## src/rtl/pipelined_lane_adder_if.sv

```systemverilog
`default_nettype none
// ============================================================================
// Module      : pipelined_lane_adder_if
// Description : Operand/result stream bundle for pipelined_lane_adder.
//               in_sub exists only when PLADD_SUB_EN is defined.
// Revision    : 1.0  initial release
// ============================================================================
interface pipelined_lane_adder_if #(
    parameter int WIDTH = 8
);
    logic             in_valid;
    logic             in_ready;
    logic [WIDTH-1:0] in_a;
    logic [WIDTH-1:0] in_b;
    logic             in_cin;
`ifdef PLADD_SUB_EN
    logic             in_sub;
`endif
    logic             out_valid;
    logic             out_ready;
    logic [WIDTH-1:0] out_sum;
    logic             out_cout;

    modport master (
`ifdef PLADD_SUB_EN
        output in_sub,
`endif
        output in_valid, in_a, in_b, in_cin, out_ready,
        input  in_ready, out_valid, out_sum, out_cout
    );

    modport slave (
`ifdef PLADD_SUB_EN
        input  in_sub,
`endif
        input  in_valid, in_a, in_b, in_cin, out_ready,
        output in_ready, out_valid, out_sum, out_cout
    );
endinterface
`default_nettype wire

```

## src/rtl/pipelined_lane_adder.sv

```systemverilog
`default_nettype none
// ============================================================================
// Module      : pipelined_lane_adder
// Description : WIDTH-bit a+b+cin adder, LANE bits per pipeline stage, with
//               valid/ready flow control and bubble collapse.
//               Optional subtract path enabled by macro PLADD_SUB_EN.
// Revision    : 1.0  initial release
// ============================================================================
module pipelined_lane_adder #(
    parameter int WIDTH = 8,
    parameter int LANE  = 2
) (
    input  wire logic             clk,
    input  wire logic             rst,
    pipelined_lane_adder_if.slave io
);
    localparam int c_stages = WIDTH / LANE;

    logic [c_stages-1:0] r_v;
    logic [c_stages-1:0] r_c;
    logic [WIDTH-1:0]    r_sum [c_stages];
    logic [WIDTH-1:0]    r_a   [c_stages];
    logic [WIDTH-1:0]    r_b   [c_stages];

    logic [c_stages-1:0] w_rdy;
    logic [c_stages-1:0] w_src_v;
    logic [c_stages-1:0] w_src_c;
    logic [c_stages-1:0] w_nxt_c;
    logic [WIDTH-1:0]    w_src_a   [c_stages];
    logic [WIDTH-1:0]    w_src_b   [c_stages];
    logic [WIDTH-1:0]    w_src_sum [c_stages];
    logic [WIDTH-1:0]    w_nxt_sum [c_stages];

    // Same sum/majority-carry slice as the original 2-bit ripple adder, LANE wide
    function automatic logic [LANE:0] f_add_lane(
        input logic [LANE-1:0] a,
        input logic [LANE-1:0] b,
        input logic            c
    );
        logic [LANE-1:0] s;
        logic            cy;
        s  = '0;
        cy = c;
        for (int i = 0; i < LANE; i++) begin
            s[i] = a[i] ^ b[i] ^ cy;
            cy   = (a[i] & b[i]) | (a[i] & cy) | (b[i] & cy);
        end
        return {cy, s};
    endfunction

    // A stage can load when empty or when the stage after it can move
    always_comb begin
        w_rdy = '0;
        w_rdy[c_stages-1] = ~r_v[c_stages-1] | io.out_ready;
        for (int k = c_stages - 2; k >= 0; k--) begin
            w_rdy[k] = ~r_v[k] | w_rdy[k+1];
        end
    end

    assign w_src_v[0]   = io.in_valid;
    assign w_src_a[0]   = io.in_a;
    assign w_src_sum[0] = '0;
`ifdef PLADD_SUB_EN
    // Two's-complement subtract folded into stage 0: invert b, add one via carry
    assign w_src_b[0]   = io.in_b ^ {WIDTH{io.in_sub}};
    assign w_src_c[0]   = io.in_cin ^ io.in_sub;
`else
    assign w_src_b[0]   = io.in_b;
    assign w_src_c[0]   = io.in_cin;
`endif

    for (genvar k = 1; k < c_stages; k++) begin : g_src
        assign w_src_v[k]   = r_v[k-1];
        assign w_src_c[k]   = r_c[k-1];
        assign w_src_a[k]   = r_a[k-1];
        assign w_src_b[k]   = r_b[k-1];
        assign w_src_sum[k] = r_sum[k-1];
    end

    for (genvar k = 0; k < c_stages; k++) begin : g_lane
        localparam logic [WIDTH-1:0] c_mask = WIDTH'({LANE{1'b1}}) << (k * LANE);
        logic [LANE:0] w_res;

        assign w_res        = f_add_lane(w_src_a[k][k*LANE +: LANE],
                                         w_src_b[k][k*LANE +: LANE],
                                         w_src_c[k]);
        assign w_nxt_c[k]   = w_res[LANE];
        assign w_nxt_sum[k] = (w_src_sum[k] & ~c_mask)
                            | (WIDTH'(w_res[LANE-1:0]) << (k * LANE));
    end

    always_ff @(posedge clk) begin
        if (rst) begin
            r_v <= '0;
            r_c <= '0;
            for (int k = 0; k < c_stages; k++) begin
                r_sum[k] <= '0;
                r_a[k]   <= '0;
                r_b[k]   <= '0;
            end
        end else begin
            for (int k = 0; k < c_stages; k++) begin
                if (w_rdy[k]) begin
                    r_v[k]   <= w_src_v[k];
                    r_c[k]   <= w_nxt_c[k];
                    r_sum[k] <= w_nxt_sum[k];
                    r_a[k]   <= w_src_a[k];
                    r_b[k]   <= w_src_b[k];
                end
            end
        end
    end

    assign io.in_ready  = w_rdy[0];
    assign io.out_valid = r_v[c_stages-1];
    assign io.out_sum   = r_sum[c_stages-1];
    assign io.out_cout  = r_c[c_stages-1];

endmodule
`default_nettype wire

```

## src/flat_wrapper.sv

```systemverilog
// flat-port wrapper written by rule: the top's interface ports become plain ports
module pipelined_lane_adder_flat 
#(
    parameter int WIDTH = 8,
    parameter int LANE  = 2
)
  (clk, rst, io_in_valid, io_in_a, io_in_b, io_in_cin, io_out_ready, io_in_ready, io_out_valid, io_out_sum, io_out_cout);
  pipelined_lane_adder_if #(.WIDTH(WIDTH)) io_i ();
  input  wire logic clk;
  input  wire logic rst;
  input wire logic [$bits(io_i.in_valid)-1:0] io_in_valid;
  input wire logic [$bits(io_i.in_a)-1:0] io_in_a;
  input wire logic [$bits(io_i.in_b)-1:0] io_in_b;
  input wire logic [$bits(io_i.in_cin)-1:0] io_in_cin;
  input wire logic [$bits(io_i.out_ready)-1:0] io_out_ready;
  output wire logic [$bits(io_i.in_ready)-1:0] io_in_ready;
  output wire logic [$bits(io_i.out_valid)-1:0] io_out_valid;
  output wire logic [$bits(io_i.out_sum)-1:0] io_out_sum;
  output wire logic [$bits(io_i.out_cout)-1:0] io_out_cout;
  assign io_i.in_valid = io_in_valid;
  assign io_i.in_a = io_in_a;
  assign io_i.in_b = io_in_b;
  assign io_i.in_cin = io_in_cin;
  assign io_i.out_ready = io_out_ready;
  assign io_in_ready = io_i.in_ready;
  assign io_out_valid = io_i.out_valid;
  assign io_out_sum = io_i.out_sum;
  assign io_out_cout = io_i.out_cout;
  pipelined_lane_adder #(.WIDTH(WIDTH), .LANE(LANE)) u_core (.clk(clk), .rst(rst), .io(io_i));
endmodule
```

## config.mk

```make
export PLATFORM = sky130hd
export DESIGN_NAME = pipelined_lane_adder_flat
export DESIGN_NICKNAME = d
export VERILOG_FILES = /design/src/rtl/pipelined_lane_adder_if.sv /design/src/rtl/pipelined_lane_adder.sv /design/src/flat_wrapper.sv
export SDC_FILE = /design/constraint.sdc
export NUM_CORES = 1
export LEC_CHECK = 0
export CAP_MARGIN = 20
export CORE_MARGIN = 2
export CORE_UTILIZATION = 48
export CTS_CLUSTER_DIAMETER = 120
export DETAILED_ROUTE_END_ITERATION = 6
export GPL_ROUTABILITY_DRIVEN = 0
export HOLD_SLACK_MARGIN = 0.12
export PLACE_DENSITY = 0.71
export SYNTH_ARGS = -nofsm -noshare
export SYNTH_HDL_FRONTEND = slang
export SYNTH_SLANG_ARGS = --single-unit
export TNS_END_PERCENT = 50
```

## constraint.sdc

```tcl
create_clock -name clk -period 1.8 [get_ports clk]
set_input_delay 0.18 -clock clk [delete_from_list [all_inputs] [get_ports clk]]
set_output_delay 0.18 -clock clk [all_outputs]
set_load 0.01 [all_outputs]
```

# Word-level counts from Yosys, hierarchy flattened
# Memory sizes are Yosys's and may differ from the RTL's.
# Index checks and enable logic that the tools add are counted.
[totals] regBits=8 ramBits=96 in_bits=21 output_inout_bits=11 memories=3
[memory_table] name="u_core.r_a" words=4 word_bits=8 rd=3 rd_ports_with_merged_regs=0 wr=4 line="pipelined_lane_adder.sv:22" text="logic [WIDTH-1:0] r_a [c_stages];"
[memory_table] name="u_core.r_b" words=4 word_bits=8 rd=3 rd_ports_with_merged_regs=0 wr=4 line="pipelined_lane_adder.sv:23" text="logic [WIDTH-1:0] r_b [c_stages];"
[memory_table] name="u_core.r_sum" words=4 word_bits=8 rd=4 rd_ports_with_merged_regs=0 wr=4 line="pipelined_lane_adder.sv:21" text="logic [WIDTH-1:0] r_sum [c_stages];"
[op_classes] mux=26 bitwise_logic=79
[ops] cell="two-way mux 8 bit" n=12
[ops] cell="OR 1 bit" n=32
[ops] cell="AND 1 bit" n=24
[ops] cell="bitwise XOR 1 bit" n=16
[ops] cell="two-way mux 1 bit" n=14
[ops] cell="OR 6 x 8 -> 8 bit" n=1
[ops] cell="OR 8 x 4 -> 8 bit" n=1
[ops] cell="OR 8 x 6 -> 8 bit" n=1
[ops] cell="NOT 1 bit" n=4

# Depth between registers and ports, before layout
# Gate-level depths: netlist (run 1).
[logic_depth] depth_word=9 ltp_mapped=5

# Worst setup path before layout (run 1)
# Ideal clock, no wire load.
[synth_timing] path_kind="register to register" start="register u_core.r_c[1]" end="memory u_core.r_sum[2][5], data pin" setup_time_ns=0.270 t_arrival_ns=1.369 setup_slack_ns=0.162 stages_incl_launch_ff=5 synth_period_minus_slack_ns=1.638 path_cell_list="dfxtp_1 > inv_1 > fa_1 > fa_1 > nor3_1"
[synth_rtl] element="start: declaration" line="pipelined_lane_adder.sv:20" text="logic [c_stages-1:0] r_c;"
[synth_rtl] element="start signal: indexed assignment" line="pipelined_lane_adder.sv:105" text="r_c[k] <= w_nxt_c[k];"
[synth_rtl] element="end: declaration" line="pipelined_lane_adder.sv:21"

# Final worst setup path (run 1)
[layout_timing] start="input port io_out_ready" end="output port io_in_ready"
[layout_via] elab_chain_cells=4
[layout_rtl] element="start: declaration" line="flat_wrapper.sv:15" text="input wire logic [$bits(io_i.out_ready)-1:0] io_out_ready;"
[layout_rtl] element="OR 1 bit" line="pipelined_lane_adder.sv:54" text="w_rdy[c_stages-1] = ~r_v[c_stages-1] | io.out_ready;"
[layout_rtl] element="OR 1 bit (3 in series)" line="pipelined_lane_adder.sv:56" text="w_rdy[k] = ~r_v[k] | w_rdy[k+1];"
[layout_rtl] element="end: declaration" line="flat_wrapper.sv:16" text="output wire logic [$bits(io_i.in_ready)-1:0] io_in_ready;"
# Every way passes these cells.

==> results of run 1 <==
## logic make-up (layout without fill, tap and decap cells)
family	Yosys count	in the layout
buffers and inverters	28	69
AO/OA/AOI/OAI	7	7
flip-flops	52	52
adder cells (fa/ha/maj)	8	8
AND/OR/NAND/NOR	65	65
## layout make-up
type                    instances  area (um2)  area share, %
clock buffers                   7        76.3           2.85
inverters                      23        86.3           3.22
well taps                      52        65.1           2.43
multi-input cells              80         604           22.5
clock inverters                 1        5.00          0.187
repair buffers                 38         363           13.5
flip-flops and latches         52        1480           55.3
## cells in the mapped netlist
cell,number,area share [%]
and3b_1,1,0.40
a31oi_4,1,0.96
or3_1,2,0.57
a211oi_1,3,1.0
edfxtp_1,44,60
nor2_1,8,1.4
buf_1,1,0.17
nor2b_1,6,1.7
a21oi_1,2,0.45
or2_2,1,0.28
nand2_1,1,0.17
buf_6,3,1.5
buf_2,1,0.23
nand4b_1,1,0.40
nand3b_1,1,0.34
nor3_1,5,1.1
o21ai_0,1,0.23
nand2b_1,2,0.57
fa_1,8,7.2
nand3_1,1,0.23
dfxtp_1,8,7.2
inv_1,23,3.9
and2_1,36,10
## metal layers
metal	track usage (%)	vias to the layer above	part of all wire (%)
li1	-	601	-
met1	13.7	594	39
met4	6.29	0	1.8
met3	4.22	4	3.7
met2	24.7	31	55
met5	0	-	0
## worst max-delay path: cells and delay by family
family,cells,cell delay (ps)
buffers and inverters,2,1050
and+or+nand+nor,2,310
## power breakdown
| part | internal (uW) | switching, uW | leakage [uW] |
|---|---|---|---|
| logic | 98.3 | 64.9 | 0.000404 |
| clock network | 273 | 335 | 0.0000422 |
| registers | 1360 | 17.7 | 0.000589 |
| total | 1730 | 418 | 0.00104 |
## repair_timing
| action | CTS | global route |
|---|---|---|
| gates resized for setup | 0 | 2 |
| endpoints found under the setup margin | 0 | 1 |
| hold endpoints to repair | 0 | 0 |
## state kept, by name, summed over array words and instances, names as in the netlist
| name | flops |
|---|---|
| u_core.r_a | 12 |
| u_core.r_v | 4 |
| u_core.r_sum | 20 |
| u_core.r_b | 12 |
| u_core.r_c | 4 |
## per-stage QoR
stage	setup WS [ps]	hold slack [ps]	area (um2)	utilization [%]	std cells
6_report	81.3	435	2680	61.2	253
2_1_floorplan	162	309	2210	-	160
4_1_cts	55.8	432	2680	61.1	253
3_3_place_gp	-80.1	464	2600	59.2	245
3_5_place_dp	-110	470	2600	59.2	245
5_1_grt	23.3	465	2680	61.2	253
## how the worst max path moves through the flow
stage                              from                  to  slack [ps]  cells after the start
after detailed placement      io_in_cin  u_core.r_sum[0][1]        -110                      5
after global placement        io_in_cin  u_core.r_sum[0][1]         -80                      5
after global routing       io_out_ready         io_in_ready          20                      4
final                      io_out_ready         io_in_ready          80                      4
after floorplan           u_core.r_c[1]  u_core.r_sum[2][5]         160                      4
after CTS                 u_core.r_c[2]       u_core.r_c[3]          60                      5
==> results.yml, run 1 <==
setup_path:
  crit_fanout: 4
  cpMostUsedCell: "clkdlybuf4s50_1"
  reg2reg_from: "u_core.r_c[0]"
  cp.required_ps: 1620
  reg2reg_depth: 4
  cp-end-kind: "primary output"
  path_cells: "clkdlybuf4s50_1 -> and3b_1 -> nand3_1 -> clkdlybuf4s50_1"
  slowest_delay_ps: 540
  crit_slowest_cell: "clkdlybuf4s50_1"
  critPathKind: "in -> out"
  rr_endpoint: "u_core.r_sum[1][3]"
  start_kind: "input port"
  cp_data_arrival_time_ps: 1540
  reg2reg_slack_ps: 130
final_layout:
  drive_gt1_share_pct: 8.46
  final_cell_mix: "edfxtp_1, and2_1, clkdlybuf4s50_1"
  layout_commonest_cell: "edfxtp_1"
  nets: 229
  nFillCells: 339
  syn_to_final_growth_pct: 21.3
  antennaDiodeCount: 0
cts:
  clk_pin_slew_worst_paths_ps: 80
  htreeDepth: 2
  clockBufferDepth: 2
  numCtsBuffers: 5
  cts_root_buf: "clkbuf_8"
  clock-sinks: 52
  cts_tree: "done"
  clk_latency_ps: 290
  post-cts-setup-buffer-count: 0
  ctsHoldBuffers: 0
die:
  io_pins: 32
  die_x_um: 71.9
  die_h_um: 71.9
  die-area_um2: 5170
  coreArea_um2: 4380
  start_util_pct: 50.5
  rows: 24
synthesis:
  synthCells: 160
  synthesis.nets: 189
  avgSynthCellArea_um2: 13.8
  synth_mux_area_share_pct: 0
  synth-xor-area-share_pct: 0
  synthAdderAreaFrac_pct: 7.24
  yosysWarnings: 0
  synth-seq-cells: 52
  synthSimpleGateAreaFrac_pct: 17.3
  synth-compound-area-share_pct: 2.66
  synth_cell_types: 23
  synth_area_um2: 2210
  synth_top_family_by_area: "simple AND/OR/NAND/NOR gates"
  ys_seq_area_share_pct: 67.0
pwr:
  leakage_uw: 0.00104
  powerDensity_nw_per_um2: 801
  finalPower_uw: 2150
  ir_worst_vdd_mv: 0.494
sta:
  rsz0062_at_grt: "false"
  drv_slew: 0
  fin_tns_setup_ps: 0
  worstMarginPinSlew_ps: 427
  fmax_ghz: 0.582
  fin_crit_ps: 1720
  skew_ps: 5.10
  hold_viol_final: 0
  post-route-period-util_pct: 95.5
  setup_violations: 0
  slew_headroom_pct: 71.5
route:
  ant_nets: 0
  vias: 1230
  drt_first_pass_iters: 4
  post-route-drc-count: 0
  dr.first_iter.drc_count: 22
  routed_wl_um: 3010
  avgViaCountPerCell: 4.86
  avgRoutedWirePerCell_um: 11.9
global_route:
  grt_first_pass_wirelength_um: 5130
  antenna_found_initial: 0
  grt_max_degree: 16
  grtUsageTotal_pct: 13.4
  grt.overflow.total: 0
  grt_pass1_vias: 1208
worst_hold_path:
  worstHoldPathType: "in -> reg"
  min_to: "u_core.r_v[0]"
  holdPathStages: 3
  worstHoldStart: "io_in_valid"
outcome:
  outcome: "finished clean"
placement:
  numPortBuffers: 31
  dpl.hpwl_um: 2320
run:
  maxCapViolations: 0
Power figures use the tool's default switching activity.
==> run 2, diff against run 1 <==
Settings changed: CTS_BUF_LIST set to sky130_fd_sc_hd__clkbuf_16.
==> run 2 against run 1 <==
Effect of this change: non-clock buffer count is the same; flip-flop and latch count unchanged; largest cell class unchanged; highest routed layer unchanged; count of clock-buffer cells in the layout is 2 lower; wire length is 0.70% lower; clock skew decreased by 0.92 ps; clock power up 44%; worst hold slack better by 9.2 ps; power grew 13%; utilization grew 1.3 points; via count increased by 0.24%.
==> results.yml, run 2 (synthesized netlist as in run 1, its figures left out) <==
sta:
  post-route-period-util_pct: 95.5
  setup_violations: 0
  skew_ps: 4.17
  fin_crit_ps: 1720
  fin_tns_setup_ps: 0
  hold_viol_final: 0
  drv_slew: 0
  rsz0062_at_grt: "false"
  holdWs_ps: 445
  worstMarginPinSlew_ps: 428
  fmax_ghz: 0.582
  slew_headroom_pct: 71.5
final_layout:
  top_register: "u_core.r_sum"
  nets: 229
  layout_commonest_cell: "edfxtp_1"
  antennaDiodeCount: 0
  syn_to_final_growth_pct: 23.8
  largest_register_ffs: 20
  top_regs: "u_core.r_sum x20, u_core.r_a x12, u_core.r_b x12"
  final_cell_mix: "edfxtp_1, and2_1, clkdlybuf4s50_1"
  drive_gt1_share_pct: 7.96
worst_hold_path:
  worstHoldStart: "io_in_valid"
  worstHoldPathType: "in -> reg"
  min_to: "u_core.r_v[0]"
  holdPathStages: 3
pwr:
  powerDensity_nw_per_um2: 884
  ir_worst_vdd_mv: 0.563
  sw_frac_of_total_pct: 18.9
  pwr-share-clk_pct: 36.2
  p_seq_share_pct: 57.0
  leakage_uw: 0.00107
  p_comb_share_pct: 6.7
  p_sw_uw: 457
  p_int_uw: 1960
global_route:
  grt.overflow.total: 0
  grtUsageTotal_pct: 13.2
  grt_max_degree: 16
  antenna_found_initial: 0
  grt_first_pass_wirelength_um: 5080
  grt_pass1_vias: 1197
route:
  routed_wl_um: 2990
  vias: 1233
  avgRoutedWirePerCell_um: 11.8
  ant_nets: 0
  drt_first_pass_iters: 4
  dr.first_iter.drc_count: 23
  post-route-drc-count: 0
  avgViaCountPerCell: 4.87
setup_path:
  crit_fanout: 4
  start_kind: "input port"
  cp_data_arrival_time_ps: 1540
  cp-end-kind: "primary output"
  critPathKind: "in -> out"
  cp.required_ps: 1620
  rr_endpoint: "u_core.r_c[3]"
  reg2reg_from: "u_core.r_c[2]"
  reg2reg_depth: 5
  reg2reg_slack_ps: 130
cts:
  ctsHoldBuffers: 0
  clockBufferDepth: 2
  numCtsBuffers: 5
  clk_latency_ps: 280
  htreeDepth: 2
  clock-sinks: 52
  post-cts-setup-buffer-count: 0
  clk_pin_slew_worst_paths_ps: 60
  cts_root_buf: "clkbuf_16"
  cts_tree: "done"
die:
  start_util_pct: 50.5
  die-area_um2: 5170
  die_x_um: 71.9
  die_h_um: 71.9
  rows: 24
  coreArea_um2: 4380
  io_pins: 32
placement:
  numPortBuffers: 31
  dpl.hpwl_um: 2320
outcome:
  outcome: "finished clean"
run:
  maxCapViolations: 0
[run 2: cell type report]
cell class	count	area, um2
fill	342	1650
sequential	52	1480
multi-input combinational	80	604
timing repair buffer	38	363
clock buffer	5	125
inverter	23	86.3
tap	52	65.1
clock inverter	3	12.5
[run 2: worst max path at each step]
stage | to | cells after the start | startpoint | slack (ps)
after global placement | u_core.r_sum[0][1] | 5 | io_in_cin | -80
final | io_in_ready | 4 | io_out_ready | 80
after CTS | u_core.r_c[3] | 5 | u_core.r_c[2] | 60
after global routing | u_core.r_c[3] | 5 | u_core.r_c[2] | 20
after floorplan | u_core.r_sum[2][5] | 4 | u_core.r_c[1] | 160
after detailed placement | u_core.r_sum[0][1] | 5 | io_in_cin | -110
[run 2: stage by stage]
| stage | area [um2] | power, uW | std cells | util (%) | setup WS (ps) |
|---|---|---|---|---|---|
| 6_report | 2740 | 2420 | 253 | 62.4 | 81.8 |
| 5_1_grt | 2740 | 2520 | 253 | 62.4 | 21.8 |
| 4_1_cts | 2740 | 2450 | 253 | 62.4 | 61.2 |
| 3_5_place_dp | 2600 | 1570 | 245 | 59.2 | -110 |
| 3_3_place_gp | 2600 | 1560 | 245 | 59.2 | -80.1 |
| 2_1_floorplan | 2210 | 1490 | 160 | - | 162 |
[run 2: power groups by stage]
| stage | Combinational (uW) | Clock, uW | Sequential (uW) |
|---|---|---|---|
| global route | 185 | 955 | 1380 |
| finish | 163 | 877 | 1380 |
| detailed placement | 166 | 0 | 1410 |
| CTS | 166 | 902 | 1380 |
| global placement | 157 | 0 | 1400 |
| floorplan | 82.0 | 0 | 1400 |
[run 2: layer usage]
metal | GRT usage [%] | vias to the layer above | share of wire, %
met1 | 13.5 | 593 | 39
met4 | 5.66 | 0 | 1.4
met3 | 3.80 | 3 | 4.5
li1 | - | 603 | -
met5 | 0 | - | 0
met2 | 24.7 | 34 | 55
[run 2: worst max-delay path: stages]
cell and delay, ps:
clkdlybuf4s50_1 510, and3b_1 200, nand3_1 100, clkdlybuf4s50_1 540
[run 2: repair_timing]
action / CTS / global route
endpoints found under the setup margin: 0 / 1
gates resized for setup: 0 / 1
endpoints found under the hold margin: 0 / 0
==> run 3, diff against run 2 <==
Settings changed: CAP_MARGIN 20 to 25.
==> results of run 3 <==
The final DEF is identical to that of run 2; final timing and power are the same.
